`config.mk`:
```
export PLATFORM = sky130hd
export DESIGN_NAME = vx_csr_access_flat
export DESIGN_NICKNAME = d
export VERILOG_FILES = /design/src/rtl/vx_csr_access_if.sv /design/src/rtl/vx_csr_access.sv /design/src/flat_wrapper.sv
export SDC_FILE = /design/constraint.sdc
export NUM_CORES = 1
export LEC_CHECK = 0
export ABC_CLOCK_PERIOD_IN_PS = 8320
export CAP_MARGIN = 20
export CORE_AREA = 2 2 183 185
export DETAILED_ROUTE_END_ITERATION = 6
export DIE_AREA = 0 0 185 187
export PLACE_DENSITY = 0.59
export SLEW_MARGIN = 40
export SYNTH_ARGS = -nofsm -noshare
export SYNTH_HDL_FRONTEND = slang
export SYNTH_SLANG_ARGS = --single-unit
```
`constraint.sdc`:
```
create_clock -name clk -period 8.32 [get_ports clk]
set_input_delay 1.664 -clock clk [delete_from_list [all_inputs] [get_ports clk]]
set_output_delay 1.664 -clock clk [all_outputs]
set_load 0.02 [all_outputs]
```
`src/rtl/vx_csr_access_if.sv`:
```
`default_nettype none
// ============================================================================
// Module      : vx_csr_access_if
// Description : Issue, CSR store read/write, writeback and status signals of
//               the CSR execute pipeline.
// Revision    : 1.0 - initial release
// ============================================================================
interface vx_csr_access_if #(
    parameter int NUM_WARPS     = 4,
    parameter int NUM_THREADS   = 4,
    parameter int UUID_BITS     = 44,
    parameter int CSR_ADDR_BITS = 12
);
    localparam int NW_BITS = (NUM_WARPS > 1) ? $clog2(NUM_WARPS) : 1;

    logic                         req_valid;
    logic                         req_ready;
    logic [UUID_BITS-1:0]         req_uuid;
    logic [NW_BITS-1:0]           req_wid;
    logic [1:0]                   req_op;
    logic [CSR_ADDR_BITS-1:0]     req_addr;
    logic                         req_use_imm;
    logic [4:0]                   req_imm;
    logic [31:0]                  req_rs1_data;
    logic [4:0]                   req_rd;
    logic                         req_wb;
    logic [NUM_WARPS-1:0]         fpu_pending;

    logic                         read_enable;
    logic [UUID_BITS-1:0]         read_uuid;
    logic [NW_BITS-1:0]           read_wid;
    logic [CSR_ADDR_BITS-1:0]     read_addr;
    logic [31:0]                  read_data;

    logic                         write_enable;
    logic [UUID_BITS-1:0]         write_uuid;
    logic [NW_BITS-1:0]           write_wid;
    logic [CSR_ADDR_BITS-1:0]     write_addr;
    logic [31:0]                  write_data;

    logic                         busy;

    logic                         rsp_valid;
    logic                         rsp_ready;
    logic [UUID_BITS-1:0]         rsp_uuid;
    logic [NW_BITS-1:0]           rsp_wid;
    logic [4:0]                   rsp_rd;
    logic                         rsp_wb;
    logic [NUM_THREADS*32-1:0]    rsp_data;

    modport master (
        output req_valid, req_uuid, req_wid, req_op, req_addr, req_use_imm,
               req_imm, req_rs1_data, req_rd, req_wb, fpu_pending,
               read_data, rsp_ready,
        input  req_ready, read_enable, read_uuid, read_wid, read_addr,
               write_enable, write_uuid, write_wid, write_addr, write_data,
               busy, rsp_valid, rsp_uuid, rsp_wid, rsp_rd, rsp_wb, rsp_data
    );

    modport slave (
        input  req_valid, req_uuid, req_wid, req_op, req_addr, req_use_imm,
               req_imm, req_rs1_data, req_rd, req_wb, fpu_pending,
               read_data, rsp_ready,
        output req_ready, read_enable, read_uuid, read_wid, read_addr,
               write_enable, write_uuid, write_wid, write_addr, write_data,
               busy, rsp_valid, rsp_uuid, rsp_wid, rsp_rd, rsp_wb, rsp_data
    );
endinterface
`default_nettype wire

```
`src/rtl/vx_csr_access.sv`:
```
`default_nettype none
// ============================================================================
// Module      : vx_csr_access
// Description : Two-stage CSRRW/RS/RC execute pipeline in front of the CSR
//               data store, with FP-CSR stall while FPU ops are in flight.
// Revision    : 1.0 - initial release
// ============================================================================
module vx_csr_access #(
    parameter int NUM_WARPS     = 4,
    parameter int NUM_THREADS   = 4,
    parameter int UUID_BITS     = 44,
    parameter int CSR_ADDR_BITS = 12
) (
    input  wire logic      clk,
    input  wire logic      reset,
    vx_csr_access_if.slave bus
);
    localparam int NW_BITS = (NUM_WARPS > 1) ? $clog2(NUM_WARPS) : 1;

    localparam logic [1:0] c_op_rw = 2'd0;
    localparam logic [1:0] c_op_rs = 2'd1;
    localparam logic [1:0] c_op_rc = 2'd2;
    localparam logic [CSR_ADDR_BITS-1:0] c_csr_fflags = CSR_ADDR_BITS'(1);
    localparam logic [CSR_ADDR_BITS-1:0] c_csr_fcsr   = CSR_ADDR_BITS'(3);

    logic                       r_a_valid;
    logic [UUID_BITS-1:0]       r_a_uuid;
    logic [NW_BITS-1:0]         r_a_wid;
    logic [1:0]                 r_a_op;
    logic [CSR_ADDR_BITS-1:0]   r_a_addr;
    logic [4:0]                 r_a_rd;
    logic                       r_a_wb;
    logic [31:0]                r_a_operand;

    logic                       r_b_valid;
    logic [UUID_BITS-1:0]       r_b_uuid;
    logic [NW_BITS-1:0]         r_b_wid;
    logic [4:0]                 r_b_rd;
    logic                       r_b_wb;
    logic [NUM_THREADS*32-1:0]  r_b_data;

    logic                       w_b_free;
    logic [NUM_WARPS-1:0]       w_pend_shift;
    logic                       w_hazard;
    logic                       w_a_adv;
    logic                       w_req_fire;
    logic                       w_set_clr_zero;
    logic [31:0]                w_new_value;

    assign w_b_free     = !r_b_valid || bus.rsp_ready;
    assign w_pend_shift = bus.fpu_pending >> r_a_wid;
    assign w_hazard     = (r_a_addr >= c_csr_fflags) && (r_a_addr <= c_csr_fcsr)
                          && w_pend_shift[0];
    // Gating with reset keeps a discarded in-flight request from touching the store.
    assign w_a_adv      = reset && r_a_valid && w_b_free && !w_hazard;
    assign w_req_fire   = bus.req_valid && bus.req_ready;

    assign w_set_clr_zero = ((r_a_op == c_op_rs) || (r_a_op == c_op_rc))
                            && (r_a_operand == 32'd0);

    always_comb begin
        w_new_value = bus.read_data;
        case (r_a_op)
            c_op_rw: w_new_value = r_a_operand;
            c_op_rs: w_new_value = bus.read_data | r_a_operand;
            c_op_rc: w_new_value = bus.read_data & ~r_a_operand;
            default: w_new_value = bus.read_data;
        endcase
    end

    assign bus.req_ready    = reset && (!r_a_valid || w_a_adv);

    assign bus.read_enable  = w_a_adv;
    assign bus.read_uuid    = r_a_uuid;
    assign bus.read_wid     = r_a_wid;
    assign bus.read_addr    = r_a_addr;

    assign bus.write_enable = w_a_adv && !w_set_clr_zero && (r_a_op != 2'd3);
    assign bus.write_uuid   = r_a_uuid;
    assign bus.write_wid    = r_a_wid;
    assign bus.write_addr   = r_a_addr;
    assign bus.write_data   = w_new_value;

    assign bus.busy         = r_a_valid || r_b_valid;

    assign bus.rsp_valid    = r_b_valid;
    assign bus.rsp_uuid     = r_b_uuid;
    assign bus.rsp_wid      = r_b_wid;
    assign bus.rsp_rd       = r_b_rd;
    assign bus.rsp_wb       = r_b_wb;
    assign bus.rsp_data     = r_b_data;

    always_ff @(posedge clk) begin
        if (!reset) begin
            r_a_valid <= 1'b0;
        end else if (w_req_fire) begin
            r_a_valid   <= 1'b1;
            r_a_uuid    <= bus.req_uuid;
            r_a_wid     <= bus.req_wid;
            r_a_op      <= bus.req_op;
            r_a_addr    <= bus.req_addr;
            r_a_rd      <= bus.req_rd;
            r_a_wb      <= bus.req_wb;
            r_a_operand <= bus.req_use_imm ? {27'd0, bus.req_imm} : bus.req_rs1_data;
        end else if (w_a_adv) begin
            r_a_valid <= 1'b0;
        end
    end

    always_ff @(posedge clk) begin
        if (!reset) begin
            r_b_valid <= 1'b0;
            r_b_uuid  <= '0;
            r_b_wid   <= '0;
            r_b_rd    <= '0;
            r_b_wb    <= 1'b0;
            r_b_data  <= '0;
        end else if (w_a_adv) begin
            r_b_valid <= 1'b1;
            r_b_uuid  <= r_a_uuid;
            r_b_wid   <= r_a_wid;
            r_b_rd    <= r_a_rd;
            r_b_wb    <= r_a_wb;
            r_b_data  <= {NUM_THREADS{bus.read_data}};
        end else if (bus.rsp_ready) begin
            r_b_valid <= 1'b0;
        end
    end
endmodule
`default_nettype wire

```
`src/flat_wrapper.sv`:
```
// flat-port wrapper written by rule: the top's interface ports become plain ports
module vx_csr_access_flat 
#(
    parameter int NUM_WARPS     = 4,
    parameter int NUM_THREADS   = 4,
    parameter int UUID_BITS     = 44,
    parameter int CSR_ADDR_BITS = 12
)
  (clk, reset, bus_req_valid, bus_req_uuid, bus_req_wid, bus_req_op, bus_req_addr, bus_req_use_imm, bus_req_imm, bus_req_rs1_data, bus_req_rd, bus_req_wb, bus_fpu_pending, bus_read_data, bus_rsp_ready, bus_req_ready, bus_read_enable, bus_read_uuid, bus_read_wid, bus_read_addr, bus_write_enable, bus_write_uuid, bus_write_wid, bus_write_addr, bus_write_data, bus_busy, bus_rsp_valid, bus_rsp_uuid, bus_rsp_wid, bus_rsp_rd, bus_rsp_wb, bus_rsp_data);
  vx_csr_access_if #(.NUM_WARPS(NUM_WARPS), .NUM_THREADS(NUM_THREADS), .UUID_BITS(UUID_BITS), .CSR_ADDR_BITS(CSR_ADDR_BITS)) bus_i ();
  input  wire logic clk;
  input  wire logic reset;
  input wire logic [$bits(bus_i.req_valid)-1:0] bus_req_valid;
  input wire logic [$bits(bus_i.req_uuid)-1:0] bus_req_uuid;
  input wire logic [$bits(bus_i.req_wid)-1:0] bus_req_wid;
  input wire logic [$bits(bus_i.req_op)-1:0] bus_req_op;
  input wire logic [$bits(bus_i.req_addr)-1:0] bus_req_addr;
  input wire logic [$bits(bus_i.req_use_imm)-1:0] bus_req_use_imm;
  input wire logic [$bits(bus_i.req_imm)-1:0] bus_req_imm;
  input wire logic [$bits(bus_i.req_rs1_data)-1:0] bus_req_rs1_data;
  input wire logic [$bits(bus_i.req_rd)-1:0] bus_req_rd;
  input wire logic [$bits(bus_i.req_wb)-1:0] bus_req_wb;
  input wire logic [$bits(bus_i.fpu_pending)-1:0] bus_fpu_pending;
  input wire logic [$bits(bus_i.read_data)-1:0] bus_read_data;
  input wire logic [$bits(bus_i.rsp_ready)-1:0] bus_rsp_ready;
  output wire logic [$bits(bus_i.req_ready)-1:0] bus_req_ready;
  output wire logic [$bits(bus_i.read_enable)-1:0] bus_read_enable;
  output wire logic [$bits(bus_i.read_uuid)-1:0] bus_read_uuid;
  output wire logic [$bits(bus_i.read_wid)-1:0] bus_read_wid;
  output wire logic [$bits(bus_i.read_addr)-1:0] bus_read_addr;
  output wire logic [$bits(bus_i.write_enable)-1:0] bus_write_enable;
  output wire logic [$bits(bus_i.write_uuid)-1:0] bus_write_uuid;
  output wire logic [$bits(bus_i.write_wid)-1:0] bus_write_wid;
  output wire logic [$bits(bus_i.write_addr)-1:0] bus_write_addr;
  output wire logic [$bits(bus_i.write_data)-1:0] bus_write_data;
  output wire logic [$bits(bus_i.busy)-1:0] bus_busy;
  output wire logic [$bits(bus_i.rsp_valid)-1:0] bus_rsp_valid;
  output wire logic [$bits(bus_i.rsp_uuid)-1:0] bus_rsp_uuid;
  output wire logic [$bits(bus_i.rsp_wid)-1:0] bus_rsp_wid;
  output wire logic [$bits(bus_i.rsp_rd)-1:0] bus_rsp_rd;
  output wire logic [$bits(bus_i.rsp_wb)-1:0] bus_rsp_wb;
  output wire logic [$bits(bus_i.rsp_data)-1:0] bus_rsp_data;
  assign bus_i.req_valid = bus_req_valid;
  assign bus_i.req_uuid = bus_req_uuid;
  assign bus_i.req_wid = bus_req_wid;
  assign bus_i.req_op = bus_req_op;
  assign bus_i.req_addr = bus_req_addr;
  assign bus_i.req_use_imm = bus_req_use_imm;
  assign bus_i.req_imm = bus_req_imm;
  assign bus_i.req_rs1_data = bus_req_rs1_data;
  assign bus_i.req_rd = bus_req_rd;
  assign bus_i.req_wb = bus_req_wb;
  assign bus_i.fpu_pending = bus_fpu_pending;
  assign bus_i.read_data = bus_read_data;
  assign bus_i.rsp_ready = bus_rsp_ready;
  assign bus_req_ready = bus_i.req_ready;
  assign bus_read_enable = bus_i.read_enable;
  assign bus_read_uuid = bus_i.read_uuid;
  assign bus_read_wid = bus_i.read_wid;
  assign bus_read_addr = bus_i.read_addr;
  assign bus_write_enable = bus_i.write_enable;
  assign bus_write_uuid = bus_i.write_uuid;
  assign bus_write_wid = bus_i.write_wid;
  assign bus_write_addr = bus_i.write_addr;
  assign bus_write_data = bus_i.write_data;
  assign bus_busy = bus_i.busy;
  assign bus_rsp_valid = bus_i.rsp_valid;
  assign bus_rsp_uuid = bus_i.rsp_uuid;
  assign bus_rsp_wid = bus_i.rsp_wid;
  assign bus_rsp_rd = bus_i.rsp_rd;
  assign bus_rsp_wb = bus_i.rsp_wb;
  assign bus_rsp_data = bus_i.rsp_data;
  vx_csr_access #(.NUM_WARPS(NUM_WARPS), .NUM_THREADS(NUM_THREADS), .UUID_BITS(UUID_BITS), .CSR_ADDR_BITS(CSR_ADDR_BITS)) u_core (.clk(clk), .reset(reset), .bus(bus_i));
endmodule
```
==> results.md, run 1 <==
* Fraction of layout cells with a size suffix above 1 at 4.954%
* Initial Util at 25.56%
* MaxCap Viol Count at 0
* Syn Nets at roughly 910
* Final setup fails at 0
* Ranking of synthesized cells by area: edfxtp_1, dfxtp_1, buf_4
* Total track usage at about 16%
* # diodes at 0
* Crit path DAT at 4.27 ns
* Status: completed
* Setup Fix Bufs, Post-CTS at 0
* Clock root cell: clkbuf_16
* Post-synth EDFFs at 98
* Register area at around 0.0047 mm^2
* Die W at 185 um
* Distinct cell type count after synthesis at 27
* # fillers at 3,290
* Largest net degree at the start of global routing at 60
* RSZ-0062 raised after global routing: no
* Reg-to-reg slack, setup at 5.43 ns
* Vias at 6,271
* Clock Skew at 0.01109 ns
* Post-detail-place hpwl at 21,200 um
* Top FF cell, synth: edfxtp_1
* Cell Area, Synth at 0.008399 mm^2
* VDD IR-drop max at about 0.00013 V
* Synth Warn # at 0
* Post-layout min period at 5.929 ns
* Setup WS pre-CTS at 2.368 ns
* Synth Instances at 760
* Worst Max-Slew Pin Slew at ~0.76 ns
* Number of global-route vias before repair at approximately 6,400
* Crit share post-route at 71.26%
* Row count at between 60 and 70
* Placed insts at 1,506
* DR iter-0 viols at 246
* Worst setup margin at 2.391 ns
* DRT Wirelength at 27,620 um
* Area Overhead vs Synth at 55.86%
* Setup_tns at 0 ns
* Final nets at 1,225
* F_max at between 150 and 200 MHz
* Final hold viol count at 0
* Crit-path max FO at 20
* First-pass GRT wire length at 40,060 um
* Relative slew slack at 49.26%
* Initial antenna violation count at 1
* Worst skew pair latency at 0.45 ns
* Die height at 187 um
* DRC at 0
* Sequential fraction of the synthesis area at 55.53%
* Async SR Flop Fraction at 0%
* Vias/cell at 4.077
* Clk slew on worst S/H paths at 0.07 ns
* PwrDens at between 150 and 200 mW/mm^2
* Cell taking the most area after synthesis: edfxtp_1
* Post-CTS Hold Buffers at 0
* Multi-input gate area at 0.002111 mm^2
* Clock sink count at 184
* Die area at around 0.035 mm^2
* CP Launch Type: primary input
* Share of the synthesized area in the top cell type at 35.04%
* Core area at around 0.033 mm^2
* Port bufs at 476
* Final ANT Viol Nets at 0
* CTS tree: yes
* P_leak at 5.394 nW
* I/O pin total at 477
* Number of max-slew violations in the final report at 0
* 1st-pass router iterations at 4
* CTS-repair resized insts at 0
* Worst setup EP type: output pin
* CTS buffer count at 17
* Synthesis-stage register bit count at 184
* Non-filler cells, final at 1,538
* Gpl congestion at 0.7743
* Max Root-Sink Buffers at 2
* Grt ovf at 0
* H-Tree Depth at 4
* Worst EP required at 6.66 ns
* Syn Area/Cell at 11.05 um^2
* Post-route core utilization at around two fifths
* Crit path kind: primary input to output pin
* Wire per inst at between 15 and 20 um
* Worst min path class: register to register
-- Yosys cell counts (2+ instances only) --
library cell and count:
nand2_1 87, edfxtp_1 98, a21oi_1 35, buf_6 2, clkbuf_1 23, ha_1 4, o21ai_0 2, o2111ai_1 2
inv_1 89, buf_4 161, nor4_1 9, nor2_1 4, dfxtp_1 86, mux2i_1 85, mux2_2 5, nor2b_1 27
a22o_1 31
-- stage by stage --
| step | hold WS, ns | cell area (um^2) | power, mW |
|---|---|---|---|
| 2_1_floorplan | 0.4655 | 8399 | 1.401 |
| 3_3_place_gp | 0.4428 | 12490 | 1.658 |
| 3_5_place_dp | 0.4520 | 12510 | 1.665 |
| 4_1_cts | 0.4622 | 13090 | 2.488 |
| 5_1_grt | 0.4779 | 13090 | 2.553 |
| 6_report | 0.4567 | 13090 | 2.450 |
-- final cells by class --
| type | instances | share of cell area (%) |
|---|---|---|
| Sequential cell | 184 | 35.63 |
| Clock buffer | 17 | 3.250 |
| Clock inverter | 15 | 1.195 |
| Multi-Input combinational cell | 299 | 16.12 |
| Tap cell | 448 | 4.282 |
| Timing Repair Buffer | 485 | 36.94 |
| Inverter | 90 | 2.581 |
-- path summary, 6_finish.rpt --
kind,from,end,cells past startpoint
setup / recovery,bus_fpu_pending[1],bus_write_enable,7
hold / removal,u_core.bus.rsp_wid[0]$_SDFFE_PN0P_,u_core.bus.rsp_wid[0]$_SDFFE_PN0P_,2
setup reg to reg,u_core.bus.read_addr[8]$_DFFE_PP_,u_core.bus.rsp_data[118]$_SDFFE_PN0P_,5
hold reg to reg,u_core.bus.rsp_wid[0]$_SDFFE_PN0P_,u_core.bus.rsp_wid[0]$_SDFFE_PN0P_,2
-- metal layers --
layer / vias up / track usage [%] / part of all wire (%)
li1: 2996 / - / -
met1: 2956 / 17.35 / 39
met2: 291 / 28.18 / 51
met3: 26 / 5.763 / 8.9
met4: 2 / 4.731 / 1.6
met5: - / 0 / 0.047
-- report_power, final --
part / internal (mW) / leakage, nW / switching (mW)
sequential: 1.02 / 1.62 / 0.0500
combinational: 0.289 / 3.48 / 0.280
clock: 0.402 / 0.289 / 0.412
total: 1.71 / 5.39 / 0.741
-- layout by cell type, fill, tap and decap left out, types with 3 or more instances in the layout --
cell type / count
edfxtp_1: 98
ha_1: 4
dfxtp_1: 86
nor4_1: 9
inv_1: 89
inv_8: 4
buf_4: 8
inv_6: 4
clkdlybuf4s50_1: 474
mux2_2: 5
nand2_1: 87
mux2i_1: 85
nor2_1: 3
a22o_1: 31
nor2b_1: 27
clkinv_8: 3
a21oi_1: 34
clkbuf_16: 17
-- state kept, by name, indices dropped and copies added (netlist names) --
signal,count
u_core.bus.rsp_uuid,44
u_core.bus.rsp_wid,2
u_core.r_a_op,2
u_core.r_a_wb,1
u_core.bus.read_wid,2
u_core.bus.rsp_data,32
u_core.bus.rsp_valid,1
u_core.bus.rsp_rd,5
u_core.r_a_valid,1
u_core.r_a_rd,5
u_core.bus.rsp_wb,1
u_core.bus.read_uuid,44
u_core.bus.read_addr,12
u_core.r_a_operand,32
-- cell families (layout without fill, tap and decap cells) --
| logic type | after synthesis | in the layout | synth area share, % |
|---|---|---|---|
| adder cells (fa/ha/maj) | 4 | 4 | 0.5959 |
| flip-flops | 184 | 184 | 55.53 |
| AND/OR/NAND/NOR | 133 | 133 | 7.240 |
| buffers and inverters | 277 | 607 | 19.77 |
| AO/OA/AOI/OAI | 71 | 71 | 5.795 |
| multiplexers | 91 | 91 | 11.07 |
-- critical path: stages --
cell and delay, ns:
clkdlybuf4s50_1 0.43, mux4_2 0.47, clkinv_1 0.09, o2111ai_4 0.35, buf_4 0.41, a211oi_2 0.19, clkdlybuf4s50_1 0.63
Note: power is estimated with default switching activity, not from simulation.
==> inputs of run 2 (changes only) <==
--- a/config.mk
+++ b/config.mk
@@ -5,12 +5,12 @@
 export SDC_FILE = /design/constraint.sdc
 export NUM_CORES = 1
 export LEC_CHECK = 0
-export ABC_CLOCK_PERIOD_IN_PS = 8320
+export ABC_CLOCK_PERIOD_IN_PS = 6200
 export CAP_MARGIN = 20
-export CORE_AREA = 2 2 183 185
+export CORE_AREA = 2 2 184 186
 export DETAILED_ROUTE_END_ITERATION = 6
-export DIE_AREA = 0 0 185 187
-export PLACE_DENSITY = 0.59
+export DIE_AREA = 0 0 186 188
+export PLACE_DENSITY = 0.56
 export SLEW_MARGIN = 40
 export SYNTH_ARGS = -nofsm -noshare
 export SYNTH_HDL_FRONTEND = slang
==> constraint.sdc (replaced) <==
create_clock -name clk -period 6.2 [get_ports clk]
set_input_delay 1.24 -clock clk [delete_from_list [all_inputs] [get_ports clk]]
set_output_delay 1.24 -clock clk [all_outputs]
set_load 0.02 [all_outputs]
==> results.md, run 2 (synthesis results as in run 1) <==
* Status: completed
* P_leak at 5.397 nW (about the same)
* Worst setup EP type: output pin
* CP Launch Type: primary input
* CP bufs+invs at 3 (-1)
* Cell count of the worst hold path at 2 (unchanged)
* Setup Fix Bufs, Post-CTS at 0 (unchanged)
* Worst skew pair latency at 0.45 ns (about the same)
* Clk slew on worst S/H paths at 0.07 ns (about the same)
* Register area at 0.004664 mm^2 (unchanged)
* H-Tree Depth at 4 (unchanged)
* Clock Skew at 0.01091 ns (-0.0001818 ns)
* Vias/cell at 4.016 (-1.5%)
* Crit path kind: primary input to output pin
* Worst EP required at 4.96 ns (-1.70 ns)
* Core area at 0.03311 mm^2 (+0.77%)
* Port bufs at 476 (unchanged)
* Largest net degree at the start of global routing at 58 (-3.3%)
* Top delay family on crit path: buffers and inverters
* Crit-path max FO at 6 (-70%)
* Final nets at 1,224 (-0.082%)
* Worst path slowest cell: clkdlybuf4s50_1
* Area Overhead vs Synth at 55.97% (about the same)
* Setup_tns at 0 ns (unchanged)
* Post-detail-place hpwl at 19,750 um (-6.8%)
* Multi-input gate area at 0.002106 mm^2 (-0.24%)
* Die area at 0.03497 mm^2 (+1.1%)
* Die W at 186 um (+0.54%)
* Post-layout min period at approximately 4.6 ns
* Number of global-route vias before repair at 6,156 (-3.1%)
* Final setup fails at 0 (unchanged)
* Cells along the critical path: clkdlybuf4s50_1 > mux4_2 > clkinv_1 > o2111ai_4 > a211oi_2 > clkdlybuf4s50_1
* 1st-pass router iterations at 4 (unchanged)
* First-pass GRT wire length at 37,250 um (-7.0%)
* Reg-to-reg slack, setup at 3.03 ns (-2.40 ns)
* RSZ-0062 raised after global routing: no
* Initial antenna violation count at 0 (-1)
* Final ANT Viol Nets at 0 (unchanged)
* VDD IR-drop max at 0.0001786 V (+40%)
* Most frequent cells in the layout: clkdlybuf4s50_1, edfxtp_1, inv_1
* DRT Wirelength at 26,000 um (-5.9%)
* Hold Path Origin: u_core.bus.rsp_uuid[9]$_SDFFE_PN0P_
* # diodes at 0 (unchanged)
* Relative slew slack at 47.58% (-1.7 points)
* Commonest non-fill, non-tap cell in the layout: clkdlybuf4s50_1
* Total chip power at 3.304 mW (+35%)
* Comb power frac at 22.9% (-0.3 points)
* Reg-to-Reg End: u_core.bus.rsp_uuid[10]$_SDFFE_PN0P_
* Clock root cell: clkbuf_16
* CTS-repair resized insts at 0 (unchanged)
* Non-filler cells, final at 1,537 (-0.065%)
* Gpl congestion at 0.7426 (-4.1%)
* DRC at 0 (unchanged)
* Total track usage at 14.50% (-1.3 points)
* CTS tree: yes
* Switching share of power at 29.26% (-1.0 points)
* I/O pin total at 477 (unchanged)
* DR iter-0 viols at 248 (+0.81%)
* Final hold viol count at 0 (unchanged)
* PwrDens at 252.2 mW/mm^2 (+35%)
* Worst Max-Slew Pin Slew at 0.7845 ns (+0.02339 ns)
* # fillers at 3,237 (-1.6%)
* Max Root-Sink Buffers at 2 (unchanged)
* Largest stage delay, worst path at 0.65 ns (+0.02 ns)
* Hold EP: u_core.bus.rsp_uuid[9]$_SDFFE_PN0P_
* Switching power at 0.9665 mW (+30%)
* Int Pwr at 2.337 mW (+37%)
* Worst min path class: register to register
* MaxCap Viol Count at 0 (unchanged)
* F_max at 219.3 MHz
* Clk pwr share at 33.7% (+0.5 points)
* Grt ovf at 0 (unchanged)
* Die height at 188 um (+0.53%)
* Number of max-slew violations in the final report at 0 (unchanged)
* Row count at 67 (unchanged)
* Most used cell, CP: clkdlybuf4s50_1
* Initial Util at 25.37% (-0.19 points)
* Wire per inst at 16.92 um (-5.8%)
* Fraction of layout cells with a size suffix above 1 at 4.775% (-0.18 points)
* Crit path DAT at 3.32 ns (-0.95 ns)
* R2R cell count at 6 (+1)
* Placed insts at 1,505 (-0.066%)
* Post-CTS Hold Buffers at 0 (unchanged)
* Sequential Power Share at 43.3% (-0.3 points)
* Crit share post-route at 73.54%
* RR Startpoint: u_core.bus.read_addr[4]$_DFFE_PP_
* Vias at 6,172 (-1.6%)
* CTS buffer count at 17 (unchanged)
* Clock sink count at 184 (unchanged)
-- run 2: how the worst max path moves through the flow --
stage / startpoint / to / slack [ns] / cells past startpoint
detailed placement: bus_fpu_pending[0] / bus_write_enable / 1.61 / 6
CTS: bus_fpu_pending[3] / bus_write_enable / 1.61 / 6
floorplan: bus_fpu_pending[3] / u_core.bus.read_addr[0]$_DFFE_PP_ / 0.78 / 7
global placement: bus_fpu_pending[0] / bus_write_enable / 1.61 / 6
global route: bus_fpu_pending[3] / bus_write_enable / 1.55 / 6
finish: bus_fpu_pending[3] / bus_write_enable / 1.64 / 6
-- run 2: worst register-to-register path, stage by stage (launching register included) --
cell	delay, ns
edfxtp_1	0.42
nor4_1	0.39
o2111ai_1	0.29
o2111ai_4	0.45
buf_4	0.59
buf_6	0.62
mux2i_1	0.34
-- run 2: through the flow --
step / util (%) / worst slack, ns / hold slack [ns] / instance area, um^2
3_5_place_dp: 37.73 / 1.612 / 0.4513 / 12490
4_1_cts: 39.56 / 1.609 / 0.4617 / 13100
2_1_floorplan: - / 0.7778 / 0.4655 / 8403
5_1_grt: 39.56 / 1.546 / 0.4813 / 13100
3_3_place_gp: 37.72 / 1.612 / 0.4436 / 12490
6_report: 39.56 / 1.640 / 0.4580 / 13100
-- run 2: final cells by class --
| cell class | count | share of cell area [%] |
|---|---|---|
| Sequential cell | 184 | 35.61 |
| Inverter | 90 | 2.579 |
| Clock buffer | 20 | 3.658 |
| Timing Repair Buffer | 484 | 36.84 |
| Multi-Input combinational cell | 299 | 16.07 |
| Clock inverter | 12 | 0.9647 |
| Tap cell | 448 | 4.279 |
-- run 2: metal layers --
layer | wire length [um] | track usage [%]
met1 | 10800 | 17.11
met2 | 12740 | 24.54
met3 | 2107 | 5.263
met4 | 358 | 4.270
met5 | 0 | 0
-- run 2: power by group through the flow --
stage,registers (mW),clock network (mW),logic [mW]
2_1_floorplan,1.52,0,0.354
3_3_place_gp,1.46,0,0.763
3_5_place_dp,1.46,0,0.766
4_1_cts,1.43,1.16,0.769
5_1_grt,1.44,1.20,0.803
6_report,1.43,1.11,0.758
